--- config.mk ---
export PLATFORM = sky130hd
export DESIGN_NAME = control_unit
export DESIGN_NICKNAME = d
export VERILOG_FILES = /design/src/rtl/control_unit.sv
export SDC_FILE = /design/constraint.sdc
export NUM_CORES = 1
export LEC_CHECK = 0
export ABC_AREA = 0
export BUFFER_PORTS_ARGS = -buffer_cell sky130_fd_sc_hd__buf_2
export CORE_MARGIN = 3
export CORE_UTILIZATION = 36
export DETAILED_ROUTE_END_ITERATION = 10
export GPL_ROUTABILITY_DRIVEN = 0
export GPL_TIMING_DRIVEN = 0
export HOLD_SLACK_MARGIN = 0.08
export PLACE_DENSITY = 0.94
export SLEW_MARGIN = 20
export SYNTH_ARGS = -nofsm -noshare
export SYNTH_HDL_FRONTEND = slang
export SYNTH_SLANG_ARGS = --single-unit
--- constraint.sdc ---
create_clock -name Clock -period 4.8 [get_ports Clock]
set_input_delay 1.2 -clock Clock [delete_from_list [all_inputs] [get_ports Clock]]
set_output_delay 1.2 -clock Clock [all_outputs]
set_load 0.02 [all_outputs]
--- src/rtl/control_unit.sv ---
// rtl/control_unit.sv - Hardwired sequencer for a 16-bit accumulator-less CPU datapath
//
// Purpose
//   Sequences each instruction through FETCH_L, FETCH_H, EXEC and an optional
//   EXEC2 cycle. It drives every register-file, address-register-file, ALU,
//   IR, memory and mux select of the datapath. The state is registered. All
//   outputs are combinational from the state and IROut.
//
// Optional feature
//   CU_FLAG_BRANCH_EN : when defined, opcode 0xD (BNE) loads PC from imm if the
//                       Z flag (ALUOutFlag[3]) is clear. When undefined, 0xD is
//                       a NOP.
//
// Ports
//   Clock        in  1   rising-edge clock
//   Reset        in  1   asynchronous, active-high; forces FETCH_L and idle outputs
//   IROut        in  16  instruction word {opcode[15:12], Rd[11:10], Rs[9:8], imm[7:0]}
//   ALUOutFlag   in  4   {Z,C,N,O}
//   RF_OutASel   out 2   register file A-port select
//   RF_OutBSel   out 2   register file B-port select
//   RF_FunSel    out 2   00 clear, 01 load, 10 decrement, 11 increment
//   RF_RegSel    out 4   bit3=R1 .. bit0=R4, active-low
//   ALU_FunSel   out 4   ALU operation
//   ARF_OutCSel  out 2   ARF C-port select
//   ARF_OutDSel  out 2   ARF D-port (memory address) select, 00=PC 01=AR
//   ARF_FunSel   out 2   same encoding as RF_FunSel
//   ARF_RegSel   out 3   {PC,AR,SP}, active-low
//   IR_LH        out 1   0 = load low byte, 1 = load high byte
//   IR_Enable    out 1   IR write enable
//   IR_Funsel    out 2   IR function
//   Mem_WR       out 1   1 = write
//   Mem_CS       out 1   0 = memory selected
//   MuxASel      out 2   00 IR[7:0], 01 MemoryOut, 11 ALUOut
//   MuxBSel      out 2   01 IR[7:0]
//   MuxCSel      out 1   0 = RF AOut
//   SeqCnt       out 3   current state
//   Halted       out 1   processor halted

module control_unit (
  input  logic        Clock,
  input  logic        Reset,
  input  logic [15:0] IROut,
  input  logic [3:0]  ALUOutFlag,
  output logic [1:0]  RF_OutASel,
  output logic [1:0]  RF_OutBSel,
  output logic [1:0]  RF_FunSel,
  output logic [3:0]  RF_RegSel,
  output logic [3:0]  ALU_FunSel,
  output logic [1:0]  ARF_OutCSel,
  output logic [1:0]  ARF_OutDSel,
  output logic [1:0]  ARF_FunSel,
  output logic [2:0]  ARF_RegSel,
  output logic        IR_LH,
  output logic        IR_Enable,
  output logic [1:0]  IR_Funsel,
  output logic        Mem_WR,
  output logic        Mem_CS,
  output logic [1:0]  MuxASel,
  output logic [1:0]  MuxBSel,
  output logic        MuxCSel,
  output logic [2:0]  SeqCnt,
  output logic        Halted
);

  typedef enum logic [2:0] {
    FETCH_L = 3'd0,
    FETCH_H = 3'd1,
    EXEC    = 3'd2,
    EXEC2   = 3'd3,
    HALT    = 3'd4
  } state_t;

  localparam logic [3:0] OP_LDI  = 4'h0;
  localparam logic [3:0] OP_LDM  = 4'h1;
  localparam logic [3:0] OP_STM  = 4'h2;
  localparam logic [3:0] OP_ALU  = 4'h4;
  localparam logic [3:0] OP_BRA  = 4'hC;
  localparam logic [3:0] OP_BNE  = 4'hD;
  localparam logic [3:0] OP_HALT = 4'hF;

  localparam logic [1:0] FUN_LOAD = 2'b01;
  localparam logic [1:0] FUN_INC  = 2'b11;

  // Active-low one-hot selects for the address register file {PC,AR,SP}
  localparam logic [2:0] ARF_SEL_PC   = 3'b011;
  localparam logic [2:0] ARF_SEL_AR   = 3'b101;
  localparam logic [2:0] ARF_SEL_NONE = 3'b111;

  state_t r_state;
  state_t w_next;

  logic [3:0] w_opcode;
  logic [1:0] w_rd;
  logic [1:0] w_rs;
  logic [7:0] w_imm;
  logic [3:0] w_rd_sel;
  logic       w_bne_taken;

  assign w_opcode = IROut[15:12];
  assign w_rd     = IROut[11:10];
  assign w_rs     = IROut[9:8];
  assign w_imm    = IROut[7:0];

  // Rd=0 addresses R1, which sits in bit 3, so the cleared bit walks down
  // from the MSB as Rd increases.
  assign w_rd_sel = ~(4'b1000 >> w_rd);

`ifdef CU_FLAG_BRANCH_EN
  assign w_bne_taken = ~ALUOutFlag[3];
`else
  assign w_bne_taken = 1'b0;
`endif

  // Only Z can steer the sequencer; the remaining flags are intentionally
  // ignored.
  logic w_unused_flags;
  assign w_unused_flags = &{1'b0, ALUOutFlag};

  always_ff @(posedge Clock or posedge Reset) begin
    if (Reset) begin
      r_state <= FETCH_L;
    end else begin
      r_state <= w_next;
    end
  end

  always_comb begin
    // Idle defaults; each state overrides only what it uses.
    w_next      = r_state;
    RF_OutASel  = 2'b00;
    RF_OutBSel  = 2'b00;
    RF_FunSel   = 2'b00;
    RF_RegSel   = 4'b1111;
    ALU_FunSel  = 4'b0000;
    ARF_OutCSel = 2'b00;
    ARF_OutDSel = 2'b00;
    ARF_FunSel  = 2'b00;
    ARF_RegSel  = ARF_SEL_NONE;
    IR_LH       = 1'b0;
    IR_Enable   = 1'b0;
    IR_Funsel   = 2'b00;
    Mem_WR      = 1'b0;
    Mem_CS      = 1'b1;
    MuxASel     = 2'b00;
    MuxBSel     = 2'b00;
    MuxCSel     = 1'b0;

    // Reset must idle the datapath in the same cycle it is raised, not after
    // the next edge, so the decode is bypassed rather than relying on the flop.
    if (!Reset) begin
      unique case (r_state)
        FETCH_L, FETCH_H: begin
          // Read M[PC] into one IR byte and post-increment PC.
          Mem_CS      = 1'b0;
          Mem_WR      = 1'b0;
          ARF_OutDSel = 2'b00;
          IR_Enable   = 1'b1;
          IR_LH       = (r_state == FETCH_H);
          IR_Funsel   = FUN_LOAD;
          ARF_RegSel  = ARF_SEL_PC;
          ARF_FunSel  = FUN_INC;
          w_next      = (r_state == FETCH_L) ? FETCH_H : EXEC;
        end

        EXEC: begin
          w_next = FETCH_L;
          case (w_opcode)
            OP_LDI: begin
              MuxASel   = 2'b00;
              RF_FunSel = FUN_LOAD;
              RF_RegSel = w_rd_sel;
            end
            OP_LDM, OP_STM: begin
              // Both memory ops first latch the address into AR.
              MuxBSel    = 2'b01;
              ARF_RegSel = ARF_SEL_AR;
              ARF_FunSel = FUN_LOAD;
              w_next     = EXEC2;
            end
            OP_ALU: begin
              RF_OutASel = w_rs;
              RF_OutBSel = w_rd;
              ALU_FunSel = w_imm[7:4];
              MuxCSel    = 1'b0;
              MuxASel    = 2'b11;
              RF_FunSel  = FUN_LOAD;
              RF_RegSel  = w_rd_sel;
            end
            OP_BRA: begin
              MuxBSel    = 2'b01;
              ARF_RegSel = ARF_SEL_PC;
              ARF_FunSel = FUN_LOAD;
            end
            OP_BNE: begin
              if (w_bne_taken) begin
                MuxBSel    = 2'b01;
                ARF_RegSel = ARF_SEL_PC;
                ARF_FunSel = FUN_LOAD;
              end
            end
            OP_HALT: begin
              w_next = HALT;
            end
            default: begin
              // Unassigned opcodes retire as NOPs.
            end
          endcase
        end

        EXEC2: begin
          w_next      = FETCH_L;
          ARF_OutDSel = 2'b01;
          Mem_CS      = 1'b0;
          if (w_opcode == OP_STM) begin
            // Rs reaches memory through the ALU pass-through on RF AOut.
            RF_OutASel = w_rs;
            MuxCSel    = 1'b0;
            ALU_FunSel = 4'b0000;
            Mem_WR     = 1'b1;
          end else begin
            MuxASel   = 2'b01;
            RF_FunSel = FUN_LOAD;
            RF_RegSel = w_rd_sel;
          end
        end

        HALT: begin
          w_next = HALT;
        end

        default: begin
          w_next = FETCH_L;
        end
      endcase
    end
  end

  assign SeqCnt = Reset ? 3'd0 : r_state;
  assign Halted = ~Reset & (r_state == HALT);

endmodule

==> results of run 1 <==
[power by group]
part           switching [mW]  internal, mW
sequential            0.00569        0.0343
combinational           0.127        0.0730
clock                  0.0159        0.0313
total                   0.148         0.139
[worst max path at each step]
| stage | startpoint | endpoint | depth (start not counted) |
|---|---|---|---|
| after floorplan | Reset | ARF_FunSel[0] | 3 |
| after global placement | IROut[12] | RF_FunSel[0] | 5 |
| after detailed placement | IROut[12] | RF_FunSel[0] | 5 |
| after CTS | IROut[12] | RF_FunSel[0] | 5 |
| after global routing | IROut[12] | RF_FunSel[0] | 5 |
| final | IROut[12] | RF_FunSel[0] | 5 |
[routing by layer]
layer | up-vias | share of wire, % | GRT usage, %
met2 | 53 | 44 | 26.6
li1 | 378 | - | -
met4 | 0 | 1.7 | 12.3
met5 | - | 0 | 0
met1 | 311 | 39 | 18.7
met3 | 3 | 15 | 3.59
[area by class of cell]
type	instances	share of cell area, %
buffer	14	11.6
clock buffer	4	3.13
inverter	5	2.24
multi-input combinational	67	46.2
sequential	3	8.94
tap	15	2.24
timing repair buffer	43	25.6
[per-stage QoR]
step	hold slack [ns]	power [mW]	area (um2)
finish	0.605	0.287	840
global route	0.646	0.312	840
CTS	0.611	0.288	840
detailed placement	0.604	0.240	813
global placement	0.592	0.236	813
floorplan	0.562	0.185	579
[cells by family after synthesis]
logic type / after synthesis / share of synthesized area (%)
simple gates: 43 / 46.1
buf+inv: 19 / 20.9
compound gates: 15 / 16.6
flops: 3 / 13.5
other cells: 2 / 1.35
xor+xnor: 1 / 1.57
[worst max-delay path, stage by stage]
cell and delay [ns]:
sky130_fd_sc_hd__buf_2 0.14, sky130_fd_sc_hd__or4b_1 0.55, sky130_fd_sc_hd__a22o_2 0.26, sky130_fd_sc_hd__and2_1 0.16, sky130_fd_sc_hd__buf_2 0.15
[cells in the final DEF (no fill, tap or decap), types with 2 or more instances in the layout]
master / n
sky130_fd_sc_hd__nand4_1: 5
sky130_fd_sc_hd__inv_2: 2
sky130_fd_sc_hd__nor4b_1: 2
sky130_fd_sc_hd__o21ai_1: 3
sky130_fd_sc_hd__buf_4: 9
sky130_fd_sc_hd__nor2b_1: 2
sky130_fd_sc_hd__dfrtp_1: 3
sky130_fd_sc_hd__a21oi_1: 5
sky130_fd_sc_hd__and2_1: 7
sky130_fd_sc_hd__inv_1: 3
sky130_fd_sc_hd__nor2_1: 8
sky130_fd_sc_hd__clkbuf_4: 3
sky130_fd_sc_hd__buf_2: 46
sky130_fd_sc_hd__conb_1: 8
sky130_fd_sc_hd__clkbuf_1: 2
sky130_fd_sc_hd__nand3_1: 3
sky130_fd_sc_hd__nand2_1: 8
sky130_fd_sc_hd__nor3_1: 2
==> impl_metrics.sql, run 1 <==
INSERT INTO impl_metrics (metric_group, metric, value, unit) VALUES
('status', 'run_status', 'finished, final reports clean', ''),
('flow_run', 'cap_violations', '0', ''),
('hold_path', 'hold_path.class', 'reg -> reg', ''),
('critical_path', 'timing_worst_setup_path_type', 'in -> out', ''),
('sta', 'maxSlewHeadroom', '60.8', '%'),
('synth', 'post_synth_most_frequent_cells', 'sky130_fd_sc_hd__buf_4, sky130_fd_sc_hd__nand2_1, sky130_fd_sc_hd__nor2_1', ''),
('routing', 'detailedRoute.firstIterationViolations', '10', ''),
('clocking', 'cts-htree-levels', '1', ''),
('layout', 'layout.cells.non_filler', '151', ''),
('clocking', 'clock_path_buffers', '2', ''),
('critical_path', 'r2r-end', 'r_state[2]', ''),
('synth', 'postSynthAreaPerCell', '6.71', 'um2'),
('layout', 'multi_input_comb_area', '388', 'um2'),
('clocking', 'clkTransAtPathRegs', '0.04', 'ns'),
('power', 'cellPowerDensity', '342', 'nW/um2'),
('routing', 'postRouteAntennaNets', '0', ''),
('routing', 'routed_wl', '1630', 'um'),
('sta', 'final_period_minus_worst_setup_slack', '3.66', 'ns'),
('synth', 'netlist_area', '557', 'um2'),
('grt', 'congestion_overflow_gr', '0', ''),
('routing', 'drc', '0', ''),
('synth', 'yosysTopAreaCellShare', '13.5', '%'),
('placed_design', 'dp.cells', '147', ''),
('clocking', 'tritoncts_num_sinks', '3', ''),
('placed_design', 'port-buffer-count', '43', ''),
('layout', 'largest_register_ffs', '3', ''),
('sta', 'report.final.slew_viol_count', '0', ''),
('clocking', 'cts_tree', 'built', ''),
('die', 'row_count', '13', ''),
('layout', 'largest-register', 'r_state', ''),
('critical_path', 'worst-r2r-cell-count', '4', ''),
('die', 'fp.dieArea', '2050', 'um2'),
('synth', 'postSynth.asyncResetShare', '100', '%'),
('synth', 'synth_flop_cell', 'sky130_fd_sc_hd__dfrtp_1', ''),
('synth', 'ys_ff_latch', '3', ''),
('layout', 'final_net_count', '159', ''),
('sta', 'worst_pin_slew', '0.583', 'ns'),
('critical_path', 'regToRegStartpoint', 'r_state[1]', ''),
('clocking', 'tritoncts.num_buffers', '3', ''),
('layout', 'area.sequential', '75.1', 'um2'),
('layout', 'nFillCells', '126', ''),
('critical_path', 'timing.critical_path.required', '3.60', 'ns'),
('sta', 'report.final.setup_viol', '0', ''),
('sta', 'finClkSkew', '0.00321', 'ns'),
('critical_path', 'critical_path_peak_fanout', '6', ''),
('placed_design', 'detailed_place_hpwl', '1330', 'um'),
('synth', 'yosys.cell_types.count', '32', ''),
('clocking', 'clk_latency', '0.24', 'ns'),
('sta', 'fmax', '274', 'MHz'),
('power', 'vdd.ir_drop.worst', '0.253', 'mV'),
('grt', 'via_count_of_the_first_global_routing_pass', '596', ''),
('synth', 'netlist_top_cells_area', 'sky130_fd_sc_hd__dfrtp_1, sky130_fd_sc_hd__buf_4, sky130_fd_sc_hd__and2_1', ''),
('critical_path', 'crit_path_end_kind', 'primary output', ''),
('synth', 'synth_edf_count', '0', ''),
('critical_path', 'reg2reg_slack', '3.45', 'ns'),
('grt', 'grt_pass1_wl', '2420', 'um'),
('layout', 'largest_registers', 'r_state: 3 flops', ''),
('hold_path', 'hold_start', 'r_state[2]', ''),
('placed_design', 'pre_cts_slack', '1.15', 'ns'),
('layout', 'areaGrowthSynthToFinish', '50.8', '%'),
('critical_path', 'cp_data_arrival_time', '2.46', 'ns'),
('hold_path', 'hold_path_depth', '2', ''),
('clocking', 'cts_setup_buffers', '0', ''),
('routing', 'post_drt_via_cell_ratio', '4.93', ''),
('synth', 'yosys.cell_count.top_type', 'sky130_fd_sc_hd__buf_4', ''),
('sta', 'final.setup.worst_slack', '1.14', 'ns'),
('die', 'initial_utilization', '40.3', '%'),
('sta', 'post-route-period-util', '76.2', '%'),
('layout', 'n_antenna_cell', '0', ''),
('routing', 'dr.pass1.iters', '4', ''),
('die', 'ios', '60', '');
Note: power is estimated with default switching activity, not from simulation.
==> run 2: changes to the inputs <==
--- a/config.mk
+++ b/config.mk
@@ -8,12 +8,12 @@
 export ABC_AREA = 0
 export BUFFER_PORTS_ARGS = -buffer_cell sky130_fd_sc_hd__buf_2
 export CORE_MARGIN = 3
-export CORE_UTILIZATION = 36
+export CORE_UTILIZATION = 34
 export DETAILED_ROUTE_END_ITERATION = 10
 export GPL_ROUTABILITY_DRIVEN = 0
 export GPL_TIMING_DRIVEN = 0
 export HOLD_SLACK_MARGIN = 0.08
-export PLACE_DENSITY = 0.94
+export PLACE_DENSITY = 0.9
 export SLEW_MARGIN = 20
 export SYNTH_ARGS = -nofsm -noshare
 export SYNTH_HDL_FRONTEND = slang
==> constraint.sdc (replaced) <==
create_clock -name Clock -period 3.4 [get_ports Clock]
set_input_delay 0.85 -clock Clock [delete_from_list [all_inputs] [get_ports Clock]]
set_output_delay 0.85 -clock Clock [all_outputs]
set_load 0.02 [all_outputs]
==> impl_metrics.sql, run 2 (same netlist as run 1, synthesis figures left out) <==
INSERT INTO impl_metrics (metric_group, metric, value, unit) VALUES
('power', 'total_leakage_power', '0.471', 'nW'),
('layout', 'n_antenna_cell', '0', ''),
('clocking', 'clkTransAtPathRegs', '0.04', 'ns'),
('critical_path', 'critical_path_peak_fanout', '6', ''),
('sta', 'maxSlewHeadroom', '59.7', '%'),
('placed_design', 'detailed_place_hpwl', '1330', 'um'),
('power', 'cellPowerDensity', '482', 'nW/um2'),
('die', 'die_height', '46.5', 'um'),
('die', 'fp.dieArea', '2160', 'um2'),
('clocking', 'cts_setup_buffers', '0', ''),
('die', 'core', '1420', 'um2'),
('layout', 'layout.cells.most_common_list', 'sky130_fd_sc_hd__buf_2, sky130_fd_sc_hd__buf_4, sky130_fd_sc_hd__nand2_1, sky130_fd_sc_hd__nor2_1, sky130_fd_sc_hd__conb_1', ''),
('status', 'run_status', 'finished, final reports clean', ''),
('routing', 'drc', '0', ''),
('power', 'vdd.ir_drop.worst', '0.362', 'mV'),
('clocking', 'cts.repair.resized', '0', ''),
('sta', 'rsz0062_at_grt', 'false', ''),
('die', 'ios', '60', ''),
('critical_path', 'crit_path_cell_trace', 'buf_2 -> or4b_1 -> a22o_2 -> and2_1 -> buf_2', ''),
('routing', 'detailedRoute.firstIterationViolations', '31', ''),
('clocking', 'cts_tree', 'built', ''),
('layout', 'post-route-util', '59.3', '%'),
('layout', 'multi_input_comb_area', '388', 'um2'),
('layout', 'post_route_cells_drive_above_1_share', '47.1', '%'),
('grt', 'via_count_of_the_first_global_routing_pass', '565', ''),
('routing', 'wl_per_cell', '10.9', 'um'),
('grt', 'maximum_number_of_pins_on_one_net_before_global_route_repair', '11', ''),
('sta', 'report.final.slew_viol_count', '0', ''),
('flow_run', 'cap_violations', '0', ''),
('sta', 'hold_violations', '0', ''),
('clocking', 'clk_latency', '0.24', 'ns'),
('critical_path', 'cp_data_arrival_time', '2.12', 'ns'),
('hold_path', 'hold_path.class', 'in -> async', ''),
('sta', 'post-route-period-util', '87.3', '%'),
('layout', 'layout.cells.non_filler', '151', ''),
('clocking', 'cts-htree-levels', '1', ''),
('critical_path', 'worst-r2r-cell-count', '4', ''),
('sta', 'finClkSkew', '0.00154', 'ns'),
('placed_design', 'port-buffer-count', '43', ''),
('placed_design', 'dp.cells', '147', ''),
('layout', 'final_net_count', '159', ''),
('routing', 'dr.pass1.iters', '4', ''),
('critical_path', 'crit_path_end_kind', 'primary output', ''),
('sta', 'report.final.setup_viol', '0', ''),
('critical_path', 'timing.critical_path.buf_inv', '2', ''),
('sta', 'setup_total_negative_slack', '0', 'ns'),
('layout', 'layout_commonest_cell', 'sky130_fd_sc_hd__buf_2', ''),
('clocking', 'tritoncts_num_sinks', '3', ''),
('critical_path', 'timing.critical_path.required', '2.55', 'ns'),
('sta', 'worst_pin_slew', '0.599', 'ns'),
('layout', 'largest_registers', 'r_state: 3 flops', ''),
('clocking', 'tritoncts.num_buffers', '3', ''),
('critical_path', 'start_kind', 'primary input', ''),
('critical_path', 'timing_worst_setup_path_type', 'in -> out', ''),
('grt', 'antenna_violations_before_repair', '0', ''),
('routing', 'num_vias', '773', ''),
('die', 'row_count', '13', ''),
('grt', 'grt_pass1_wl', '2230', 'um'),
('clocking', 'clock_path_buffers', '2', ''),
('critical_path', 'critical_path.max_stage_delay', '0.55', 'ns'),
('grt', 'congestion_overflow_gr', '0', ''),
('layout', 'largest_register_ffs', '3', ''),
('grt', 'gr-usage-all-layers', '14.7', '%'),
('routing', 'routed_wl', '1650', 'um'),
('clocking', 'clock_tree.root_cell', 'sky130_fd_sc_hd__clkbuf_4', ''),
('sta', 'final_period_minus_worst_setup_slack', '2.97', 'ns'),
('layout', 'areaGrowthSynthToFinish', '50.8', '%'),
('placed_design', 'pre_cts_slack', '0.439', 'ns'),
('layout', 'area.sequential', '75.1', 'um2'),
('layout', 'largest-register', 'r_state', ''),
('critical_path', 'critPathTopFamily', 'simple AND/OR/NAND/NOR gates', ''),
('critical_path', 'crit_top_cell', 'sky130_fd_sc_hd__buf_2', ''),
('die', 'die_width', '46.5', 'um'),
('sta', 'final.setup.worst_slack', '0.431', 'ns'),
('critical_path', 'worstSetupPathDepth', '5', ''),
('routing', 'postRouteAntennaNets', '0', ''),
('routing', 'post_drt_via_cell_ratio', '5.12', ''),
('clocking', 'cts.hold.buffers_added', '0', ''),
('die', 'initial_utilization', '39.3', '%'),
('sta', 'fmax', '337', 'MHz'),
('layout', 'nFillCells', '140', ''),
('critical_path', 'worst_path_max_delay_cell', 'sky130_fd_sc_hd__or4b_1', '');
-- run 2: cell counts in the layout (fill, tap and decap cells not counted) --
No cell type changed its count.
-- run 2: routing by layer --
layer,global-route usage (%),routed length [um]
met2,24.5,694
met1,16.7,635
met4,10.2,11
met5,0,0
met3,2.73,310
-- run 2: through the flow --
stage / hold slack, ns / total power, mW / instance area (um2)
2_1_floorplan: 0.562 / 0.262 / 579
3_3_place_gp: 0.593 / 0.333 / 813
3_5_place_dp: 0.611 / 0.338 / 813
4_1_cts: 0.521 / 0.405 / 840
5_1_grt: 0.527 / 0.436 / 840
6_report: 0.522 / 0.405 / 840
-- run 2: area by class of cell --
cell class / instances / share of cell area, %
clock buffer: 4 / 3.13
multi-input combinational: 67 / 46.2
inverter: 5 / 2.24
timing repair buffer: 43 / 25.6
buffer: 14 / 11.6
tap: 15 / 2.24
sequential: 3 / 8.94
-- run 2: worst paths after layout --
kind                            start           end  slack, ns
max                         IROut[12]  RF_FunSel[0]       0.43
min                             Reset    r_state[0]       0.52
max reg2reg                r_state[2]    r_state[1]       2.03
min reg2reg                r_state[2]    r_state[0]       0.61
max in group asynchronous       Reset    r_state[1]       2.75
min in group Clock         r_state[2]    r_state[0]       0.61
-- run 2: where the power goes --
| part | total (mW) | switching (mW) | internal (mW) |
|---|---|---|---|
| logic | 0.284 | 0.181 | 0.103 |
| registers | 0.0560 | 0.00758 | 0.0484 |
| clock network | 0.0649 | 0.0208 | 0.0441 |
| total | 0.405 | 0.209 | 0.196 |
-- run 2: worst reg2reg max path, stage by stage (launching register included) --
cell and delay, ns:
sky130_fd_sc_hd__dfrtp_1 0.38, sky130_fd_sc_hd__buf_6 0.14, sky130_fd_sc_hd__nor3_1 0.52, sky130_fd_sc_hd__a22oi_1 0.13, sky130_fd_sc_hd__o21ai_1 0.12
==> run 3: changes to the inputs <==
--- a/config.mk
+++ b/config.mk
@@ -8,12 +8,14 @@
 export ABC_AREA = 0
 export BUFFER_PORTS_ARGS = -buffer_cell sky130_fd_sc_hd__buf_2
 export CORE_MARGIN = 3
-export CORE_UTILIZATION = 34
+export CORE_UTILIZATION = 35
+export CTS_BUF_LIST = sky130_fd_sc_hd__clkbuf_2
 export DETAILED_ROUTE_END_ITERATION = 10
 export GPL_ROUTABILITY_DRIVEN = 0
 export GPL_TIMING_DRIVEN = 0
 export HOLD_SLACK_MARGIN = 0.08
-export PLACE_DENSITY = 0.9
+export MAX_ROUTING_LAYER = met4
+export PLACE_DENSITY = 0.92
 export SLEW_MARGIN = 20
 export SYNTH_ARGS = -nofsm -noshare
 export SYNTH_HDL_FRONTEND = slang
==> impl_metrics.sql, run 3 (same netlist as run 1, synthesis figures left out) <==
INSERT INTO impl_metrics (metric_group, metric, value, unit) VALUES
('die', 'fp.dieArea', '2110', 'um2'),
('sta', 'worst_pin_slew', '0.605', 'ns'),
('grt', 'congestion_overflow_gr', '0', ''),
('placed_design', 'detailed_place_hpwl', '1320', 'um'),
('clocking', 'clock_path_buffers', '2', ''),
('die', 'die_height', '45.9', 'um'),
('clocking', 'clk_latency', '0.20', 'ns'),
('flow_run', 'cap_violations', '0', ''),
('grt', 'grt_pass1_wl', '2240', 'um'),
('critical_path', 'worst_path_max_delay_cell', 'sky130_fd_sc_hd__or4b_1', ''),
('sta', 'report.final.slew_viol_count', '0', ''),
('critical_path', 'reg2reg_slack', '1.99', 'ns'),
('clocking', 'tritoncts_num_sinks', '3', ''),
('critical_path', 'start_kind', 'primary input', ''),
('clocking', 'cts-htree-levels', '1', ''),
('grt', 'gr-usage-all-layers', '14.5', '%'),
('layout', 'area.sequential', '75.1', 'um2'),
('sta', 'finClkSkew', '0.00561', 'ns'),
('layout', 'nFillCells', '135', ''),
('die', 'initial_utilization', '39.8', '%'),
('grt', 'via_count_of_the_first_global_routing_pass', '564', ''),
('layout', 'n_antenna_cell', '0', ''),
('hold_path', 'hold_path.class', 'in -> async', ''),
('sta', 'report.final.setup_viol', '0', ''),
('sta', 'hold_violations', '0', ''),
('placed_design', 'placement.cell_area', '813', 'um2'),
('clocking', 'cts.repair.resized', '0', ''),
('layout', 'largest_register_ffs', '3', ''),
('die', 'die_width', '45.9', 'um'),
('clocking', 'clock_tree.root_cell', 'sky130_fd_sc_hd__clkbuf_2', ''),
('critical_path', 'regToRegStartpoint', 'r_state[2]', ''),
('sta', 'fmax', '337', 'MHz'),
('die', 'core', '1400', 'um2'),
('layout', 'largest-register', 'r_state', ''),
('routing', 'num_vias', '749', ''),
('critical_path', 'cp_data_arrival_time', '2.12', 'ns'),
('clocking', 'clkTransAtPathRegs', '0.05', 'ns'),
('layout', 'multi_input_comb_area', '388', 'um2'),
('clocking', 'cts_tree', 'built', ''),
('sta', 'hold-worst-slack', '0.557', 'ns'),
('grt', 'maximum_number_of_pins_on_one_net_before_global_route_repair', '11', ''),
('layout', 'areaGrowthSynthToFinish', '49.7', '%'),
('grt', 'grt_util_met1', '16.6', '%'),
('critical_path', 'critical_path_peak_fanout', '6', ''),
('critical_path', 'crit_path_cell_trace', 'buf_2 -> or4b_1 -> a22o_2 -> and2_1 -> buf_2', ''),
('routing', 'routed_wl', '1650', 'um'),
('layout', 'layout.cells.most_common_list', 'sky130_fd_sc_hd__buf_2, sky130_fd_sc_hd__buf_4, sky130_fd_sc_hd__nand2_1, sky130_fd_sc_hd__nor2_1, sky130_fd_sc_hd__conb_1', ''),
('layout', 'final_net_count', '159', ''),
('layout', 'layout.cells.non_filler', '151', ''),
('placed_design', 'port-buffer-count', '43', ''),
('grt', 'gr-max-usage-layer', 'met2', ''),
('routing', 'drc', '0', ''),
('sta', 'final_period_minus_worst_setup_slack', '2.97', 'ns'),
('die', 'ios', '60', ''),
('critical_path', 'critical_path.max_stage_delay', '0.56', 'ns'),
('status', 'run_status', 'finished, final reports clean', ''),
('routing', 'post_drt_via_cell_ratio', '4.96', ''),
('power', 'total_leakage_power', '0.472', 'nW'),
('critical_path', 'timing.critical_path.required', '2.55', 'ns'),
('layout', 'post-route-util', '59.6', '%'),
('clocking', 'tritoncts.num_buffers', '3', ''),
('sta', 'post-route-period-util', '87.2', '%'),
('critical_path', 'crit_top_cell', 'sky130_fd_sc_hd__buf_2', ''),
('routing', 'wl_per_cell', '10.9', 'um'),
('clocking', 'cts_setup_buffers', '0', ''),
('grt', 'antenna_violations_before_repair', '0', ''),
('routing', 'dr.pass1.iters', '4', ''),
('critical_path', 'startpoint', 'IROut[12]', ''),
('critical_path', 'crit_path_end_kind', 'primary output', ''),
('sta', 'rsz0062_at_grt', 'false', ''),
('power', 'cellPowerDensity', '470', 'nW/um2'),
('layout', 'largest_registers', 'r_state: 3 flops', ''),
('critical_path', 'timing_worst_setup_path_type', 'in -> out', ''),
('routing', 'detailedRoute.firstIterationViolations', '12', ''),
('layout', 'layout_commonest_cell', 'sky130_fd_sc_hd__buf_2', ''),
('routing', 'postRouteAntennaNets', '0', ''),
('layout', 'post_route_cells_drive_above_1_share', '47.8', '%'),
('grt', 'grtUsageMet3', '3.16', '%'),
('grt', 'grt.met2_usage', '24.5', '%'),
('sta', 'setup_total_negative_slack', '0', 'ns'),
('placed_design', 'dp.cells', '147', ''),
('power', 'vdd.ir_drop.worst', '0.323', 'mV'),
('clocking', 'cts.hold.buffers_added', '0', ''),
('die', 'row_count', '13', ''),
('layout', 'design_area', '833', 'um2'),
('sta', 'maxSlewHeadroom', '59.4', '%');
run 3: changes by cell type in the layout (fill, tap and decap cells not counted):
| cell | change |
|---|---|
| sky130_fd_sc_hd__clkbuf_1 | -1 |
| sky130_fd_sc_hd__clkbuf_2 | +4 |
| sky130_fd_sc_hd__clkbuf_4 | -3 |
run 3: worst max-delay path: cells and delay by family:
kind            cells  cell delay, ns
compound gates      1            0.26
simple gates        2            0.71
buf+inv             2            0.29
run 3: cell type report:
cell class                 instances  area share [%]
buffer                            14            11.7
inverter                           5            2.25
timing repair buffer              43            25.8
multi-input combinational         67            46.5
sequential                         3            9.01
tap                               15            2.25
clock buffer                       4            2.40
run 3: metal layers:
| metal | part of all wire, % | vias up |
|---|---|---|
| li1 | - | 378 |
| met1 | 42 | 324 |
| met2 | 41 | 47 |
| met3 | 17 | 0 |
| met4 | 0 | 0 |
| met5 | 0 | - |
run 3: power by group:
part           total (mW)  switching, mW  internal [mW]
logic               0.285          0.182          0.103
clock network      0.0491         0.0181         0.0310
registers          0.0573        0.00886         0.0485
total               0.392          0.209          0.182
run 3: per-stage QoR:
stage / worst slack, ns / power [mW]
2_1_floorplan: 0.383 / 0.262
3_3_place_gp: 0.458 / 0.333
3_5_place_dp: 0.440 / 0.340
4_1_cts: 0.436 / 0.392
5_1_grt: 0.382 / 0.422
6_report: 0.435 / 0.392
run 3: final timing paths:
path	to	depth (start not counted)
worst max-delay path	RF_FunSel[0]	5
worst min-delay path	r_state[2]	2
worst max register to register	r_state[1]	4
worst min register to register	r_state[1]	2
max in group asynchronous	r_state[1]	2
min in group Clock	r_state[1]	2
